### config.mk
export PLATFORM = sky130hd
export DESIGN_NAME = if_stage
export DESIGN_NICKNAME = d
export VERILOG_FILES = /design/src/rtl/if_stage_pkg.sv /design/src/rtl/if_queue.sv /design/src/rtl/if_stage.sv
export SDC_FILE = /design/constraint.sdc
export NUM_CORES = 1
export LEC_CHECK = 0
export CAP_MARGIN = 20
export CORE_ASPECT_RATIO = 1.5
export CORE_MARGIN = 8
export CORE_UTILIZATION = 40
export CTS_CLUSTER_SIZE = 24
export DETAILED_ROUTE_END_ITERATION = 7
export GPL_TIMING_DRIVEN = 1
export PLACE_DENSITY_LB_ADDON = 0.15
export SLEW_MARGIN = 20
export SYNTH_ARGS = -nofsm -noshare
export SYNTH_HDL_FRONTEND = slang
export SYNTH_SLANG_ARGS = --single-unit
### constraint.sdc
create_clock -name cpu_clk -period 15.1 [get_ports cpu_clk]
set_clock_uncertainty 0.1 [all_clocks]
set_input_delay 3.02 -clock cpu_clk [delete_from_list [all_inputs] [get_ports cpu_clk]]
set_output_delay 3.02 -clock cpu_clk [all_outputs]
set_load 0.1 [all_outputs]
### src/rtl/if_stage_pkg.sv
// if_stage_pkg: shared fetch-stage constants and the queue entry type
package if_stage_pkg;
  localparam logic [31:0] RESET_PC_DEF = 32'h1C00_0000;
  localparam int IFQ_DEPTH_DEF = 2;
  localparam logic [31:0] PC_STEP = 32'd4;
  typedef struct packed {
    logic [31:0] pc;
    logic [31:0] inst;
  } ifq_entry_t;
endpackage

### src/rtl/if_queue.sv
// if_queue: 2-entry instruction FIFO of {pc, inst}; flush dominates push and pop
module if_queue
  import if_stage_pkg::*;
(
  input  logic        cpu_clk,
  input  logic        cpu_rst,
  input  logic        push,
  input  logic        pop,
  input  logic        flush,
  input  logic [31:0] push_pc,
  input  logic [31:0] push_inst,
  output logic [1:0]  count,
  output logic [31:0] head_pc,
  output logic [31:0] head_inst
);
  ifq_entry_t [1:0] r_ent;
  logic             r_head;
  logic [1:0]       r_count;
  logic             w_tail;
  assign w_tail = r_head ^ r_count[0];
  assign count = r_count;
  assign head_pc = r_ent[r_head].pc;
  assign head_inst = r_ent[r_head].inst;
  // write at the tail, advance the head on pop, track occupancy
  always_ff @(posedge cpu_clk or posedge cpu_rst) begin
    if (cpu_rst) begin
      r_ent <= '0;
      r_head <= 1'b0;
      r_count <= 2'd0;
    end else if (flush) begin
      r_count <= 2'd0;
    end else begin
      if (push) r_ent[w_tail] <= '{pc: push_pc, inst: push_inst};
      r_head <= r_head ^ pop;
      r_count <= r_count + {1'b0, push} - {1'b0, pop};
    end
  end
endmodule

### src/rtl/if_stage.sv
// if_stage: fetch PC, ROM request issue, in-flight tracking and redirect handling
module if_stage
  import if_stage_pkg::*;
#(
  parameter logic [31:0] RESET_PC = RESET_PC_DEF,
  parameter int          IFQ_DEPTH = IFQ_DEPTH_DEF
) (
  input  logic        cpu_clk,
  input  logic        cpu_rst,
  output logic        irom_req,
  output logic [31:0] irom_addr,
  input  logic [31:0] irom_inst,
  input  logic        br_taken,
  input  logic [31:0] br_target,
  output logic        if_valid,
  output logic [31:0] if_pc,
  output logic [31:0] if_pc4,
  output logic [31:0] if_inst,
  input  logic        id_ready
);
  logic [31:0] r_fetch_pc;
  logic [31:0] r_inf_pc;
  logic        r_inf_v;
  logic [1:0]  w_count;
  logic        w_pop;
  logic [2:0]  w_occ;
  logic [31:0] w_target;
  assign w_target = br_target & ~32'd3;
  assign if_valid = (w_count != 2'd0) & ~br_taken;
  assign w_pop = if_valid & id_ready;
  assign w_occ = {1'b0, w_count} + {2'b0, r_inf_v} - {2'b0, w_pop};
  assign irom_req = ~cpu_rst & (br_taken | (w_occ < 3'(IFQ_DEPTH)));
  assign irom_addr = br_taken ? w_target : r_fetch_pc;
  assign if_pc4 = if_pc + PC_STEP;
  // a request always becomes the single in-flight slot and advances the fetch pc
  always_ff @(posedge cpu_clk or posedge cpu_rst) begin
    if (cpu_rst) begin
      r_fetch_pc <= RESET_PC;
      r_inf_pc <= 32'd0;
      r_inf_v <= 1'b0;
    end else begin
      r_inf_v <= irom_req;
      if (irom_req) begin
        r_inf_pc <= irom_addr;
        r_fetch_pc <= irom_addr + PC_STEP;
      end
    end
  end
  if_queue u_queue (
    .cpu_clk   (cpu_clk),
    .cpu_rst   (cpu_rst),
    .push      (r_inf_v & ~br_taken),
    .pop       (w_pop),
    .flush     (br_taken),
    .push_pc   (r_inf_pc),
    .push_inst (irom_inst),
    .count     (w_count),
    .head_pc   (if_pc),
    .head_inst (if_inst)
  );
endmodule

==> flow_results.org <==
** Status
- The run finished with clean final reports.

** Die
- The die is 210 um tall.
- Core Rows :: between 70 and 80
- Die Footprint :: between 30,000 and 40,000 um2
- The region available for standard cell placement spans around 25,000 um2.
- The initial utilization of the core area, before any placement, comes to 0.403.
- Die X :: 146 um
- For this design the top-level I/O count stands at 198.

** GRT
- Final global-route overflow total :: 0
- Overall track demand over capacity in global routing :: 0.169
- Maximum number of pins on one net before global-route repair :: approximately 120
- The first global-routing pass estimated slightly above 40,000 um of wire.
- Via count of the first global-routing pass :: between 7,000 and 8,000
- Antenna violations before repair :: 0

** Run
- Max-cap violations in this run came to 0.

** Setup path
- Endpoint kind of the worst setup timing path :: primary output
- CP arrival :: approximately 6.3 ns
- Worst setup path class :: input port to primary output
- Launching element type of the critical path :: input port
- In this design, the stage delay of the slowest critical-path cell is between 1 and 1.5 ns.
- Cells along the critical path :: clkdlybuf4s50_1 -> nand2_1 -> xnor2_1 -> nand2_1 -> fa_1 -> xnor2_1 -> a21oi_1 -> or2_2 -> inv_1 -> clkdlybuf4s50_1
- Worst-path cell with the longest stage delay :: sky130_fd_sc_hd__clkdlybuf4s50_1
- Along the worst path, the maximum fanout reaches 7.
- Endpoint required time on the critical path :: 11.98 ns

** Detailed routing
- Final WL :: ~26,000 um
- In the final routed layout, each cell accounts on average for between 15 and 20 um.
- Remaining antenna violation count :: 0
- Number of vias per cell :: 5.18
- The first detailed-routing pass took 4 iterations.
- Summing over every cut layer, the via total after detailed routing is about 7,300.
- DRC violation total after the first TritonRoute iteration :: around 280
- Number of remaining DRC errors :: 0

** Clock network
- Count of H-tree levels built during CTS :: 4
- CTS Hold Buffers Added :: 0
- In this run, CTS created clock tree buffers numbering 17.
- Clock-pin slew was measured on the worst setup and hold paths at ~0.070 ns.
- Sink Count :: 194
- Clock latency reported for the late side of the worst-skew pair :: 0.43 ns
- Post-cts sizing count :: 0
- CTS Root Cell :: sky130_fd_sc_hd__clkbuf_16
- Post-CTS repair timing setup buffer count :: 0
- TritonCTS built the clock tree.
- No sink is reached through more buffers than the 2 on the longest clock path.

** Timing
- The final number of hold-violating endpoints was 0.
- Final count of negative-setup-slack endpoints :: 0
- Final cycle utilization of the critical path :: 0.626
- Fin crit period :: roughly 9.5 ns
- Sum of negative setup slack :: 0 ns
- Worst Tran Pin Value :: about 1.0 ns
- Setup repair after global routing left no endpoint under its margin.
- Max Slew Vio Count :: 0
- Derived from the worst setup path, the maximum achievable clock frequency is 0.106 GHz.
- In this run the tightest slew margin relative to its limit is 0.301.

** Place
- Routability congestion estimate from global placement :: 0.840
- Detailed-placement wirelength estimate :: between 15,000 and 20,000 um
- I/O Buffers :: a little under 200

** Cells and area
- Layout-stage area growth over the synthesis result :: 27.5%
- Share of post-route cells with drive strength above 1 :: 0.239
- In the final layout, the multi-input gates occupy around 4800 um2.
- Across the whole layout, storage elements account for roughly 5000 um2.
- Count of fill cells added during filler insertion :: about 2,300
- Antenna Cells :: 0
- Layout Nets :: between 1,000 and 1,500

** Synthesis
- Of the total synthesized cell area, the portion taken by AND, OR, NAND and NOR gates is 0.125.
- Of all flip-flops after synthesis, the portion carrying an async set or reset was 1.00.
- For this run, the number of Yosys warnings is 0.
- Flip-flop cell with the highest count after synthesis :: sky130_fd_sc_hd__dfrtp_1
- Post-Synthesis Net Count :: 958
- Post-synthesis cell count :: around 900
- Number of enable flip-flop cells after synthesis :: 0
- The synthesized netlist occupies a cell area of roughly 10,000 um2.
- The compound-gate portion of the synthesized area was 0.0616.
- In this run, synthesis produced a sequential element count of around 190.
- The number of different library cells used by synthesis comes to 57.
- Xor-xnor portion of the synthesized cell area :: 0.0426
- Of the total synthesized cell area, the portion taken by full adders, half adders and majority gates is 0.00571.
- Of the post-synthesis cell area, the part taken by muxes is 0.244.
- After synthesis, the mean cell area works out to 11.4 um2.
- By area, the combinational part of the netlist is dominated by multiplexers.
- Of the synthesized area, sequential elements account for 0.482.

** Min path
- The path class of the tightest hold or removal check is flip-flop to flip-flop.
==> state kept, by name, summed over array words and instances, names as in the netlist <==
register / count
u_queue.r_ent: 128
r_fetch_pc: 32
r_inf_pc: 30
u_queue.count: 2
r_inf_v: 1
u_queue.r_head: 1
==> synth_stat cells, types with 3 or more instances <==
cell                       number  area [um2]
sky130_fd_sc_hd__nor3_1        10        50.1
sky130_fd_sc_hd__or3_1          3        18.8
sky130_fd_sc_hd__ha_1           3        37.5
sky130_fd_sc_hd__xnor2_1       35         307
sky130_fd_sc_hd__a22oi_1        8        60.1
sky130_fd_sc_hd__nand2_1      108         405
sky130_fd_sc_hd__and2_1         6        37.5
sky130_fd_sc_hd__clkbuf_1       9        33.8
sky130_fd_sc_hd__buf_6          4        45.0
sky130_fd_sc_hd__inv_1         32         120
sky130_fd_sc_hd__mux2_2       195        2200
sky130_fd_sc_hd__dfstp_2        3        78.8
sky130_fd_sc_hd__nand4_1       12        75.1
sky130_fd_sc_hd__nand3_1       35         175
sky130_fd_sc_hd__o31a_1         3        26.3
sky130_fd_sc_hd__xor2_1        14         123
sky130_fd_sc_hd__nand3b_1      20         150
sky130_fd_sc_hd__nor2b_1        5        31.3
sky130_fd_sc_hd__nand4b_1       7        61.3
sky130_fd_sc_hd__o21ai_0       42         210
sky130_fd_sc_hd__buf_1          3        11.3
sky130_fd_sc_hd__mux2i_1       26         260
sky130_fd_sc_hd__buf_2         29         145
sky130_fd_sc_hd__dfrtp_1      191        4780
sky130_fd_sc_hd__nor4_1         7        43.8
sky130_fd_sc_hd__a21oi_1        8        40.0
sky130_fd_sc_hd__o31ai_1        8        60.1
sky130_fd_sc_hd__nor2_1        18        67.6
==> path summary, 6_finish.rpt <==
kind                                  start          endpoint  slack (ns)  cells past startpoint
setup / recovery                   id_ready          irom_req        5.65                     10
hold / removal               r_fetch_pc[26]    r_fetch_pc[26]        0.39                      2
setup reg to reg           u_queue.count[1]     r_fetch_pc[2]       11.40                     12
hold reg to reg              r_fetch_pc[26]    r_fetch_pc[26]        0.39                      2
max in group asynchronous           cpu_rst  u_queue.r_ent[0]       10.11                      3
min in group asynchronous           cpu_rst    r_fetch_pc[23]        3.29                      2
==> logic make-up (layout without fill, tap and decap cells) <==
family	count (synthesis)	in the layout
xor gates and xnor gates	49	49
DFF	194	194
and+or+nand+nor	246	246
muxes	221	221
buffers and inverters	80	267
AOI/OAI and AO/OA	92	92
adders and majority gates	4	4
==> final cells by class <==
type	instances	share of cell area
inverter	32	0.00994
multi-input combinational	612	0.376
clock inverter	11	0.0101
sequential	194	0.379
timing repair buffer	203	0.156
clock buffer	21	0.0366
tap	328	0.0320
==> critical path, delay by kind of cell <==
kind / cells / cell delay, ns
compound gates: 1 / 0.22
xor+xnor: 2 / 0.31
simple gates: 3 / 0.60
fa+ha+maj: 1 / 0.38
buf+inv: 3 / 1.80
==> layout by cell type (no fill, tap or decap), types with 3 or more instances in the layout <==
master / netlist / final
sky130_fd_sc_hd__and2_1: 6 / 6
sky130_fd_sc_hd__nand3_1: 35 / 35
sky130_fd_sc_hd__nand2_1: 108 / 108
sky130_fd_sc_hd__a22oi_1: 8 / 8
sky130_fd_sc_hd__clkbuf_16: 0 / 17
sky130_fd_sc_hd__mux2i_1: 26 / 26
sky130_fd_sc_hd__dfstp_2: 3 / 3
sky130_fd_sc_hd__clkbuf_8: 0 / 3
sky130_fd_sc_hd__a21oi_1: 8 / 8
sky130_fd_sc_hd__nand3b_1: 20 / 20
sky130_fd_sc_hd__nand4_1: 12 / 12
sky130_fd_sc_hd__o21ai_0: 42 / 42
sky130_fd_sc_hd__nor2b_1: 5 / 5
sky130_fd_sc_hd__dfrtp_1: 191 / 190
sky130_fd_sc_hd__nor3_1: 10 / 10
sky130_fd_sc_hd__buf_4: 2 / 8
sky130_fd_sc_hd__o31a_1: 3 / 3
sky130_fd_sc_hd__clkinv_4: 0 / 5
sky130_fd_sc_hd__o31ai_1: 8 / 8
sky130_fd_sc_hd__xor2_1: 14 / 14
sky130_fd_sc_hd__ha_1: 3 / 3
sky130_fd_sc_hd__or3_1: 3 / 3
sky130_fd_sc_hd__clkdlybuf4s50_1: 0 / 194
sky130_fd_sc_hd__nor4_1: 7 / 7
sky130_fd_sc_hd__inv_1: 32 / 31
sky130_fd_sc_hd__mux2_2: 195 / 195
sky130_fd_sc_hd__nand4b_1: 7 / 7
sky130_fd_sc_hd__xnor2_1: 35 / 35
sky130_fd_sc_hd__nor2_1: 18 / 17
==> layer usage <==
layer | GRT usage | part of all wire | vias up
met2 | 0.290 | 0.50 | 171
met4 | 0.0612 | 0.020 | 0
met5 | 0 | 0 | -
li1 | - | - | 3482
met3 | 0.0339 | 0.034 | 29
met1 | 0.207 | 0.45 | 3572
==> stage by stage <==
step	std cells	hold slack, ns	area, um2	utilization	worst slack [ns]
floorplan	886	0.345	10100	-	3.92
global placement	1369	0.366	12200	0.490	5.63
detailed placement	1369	0.372	12200	0.490	5.61
CTS	1401	0.385	12800	0.514	5.61
global route	1401	0.406	12800	0.514	5.43
finish	1401	0.387	12800	0.514	5.65
Power is left out: the tool's default activity adds up to more than one toggle a clock period on the data nets, which glitch-free logic cannot reach.
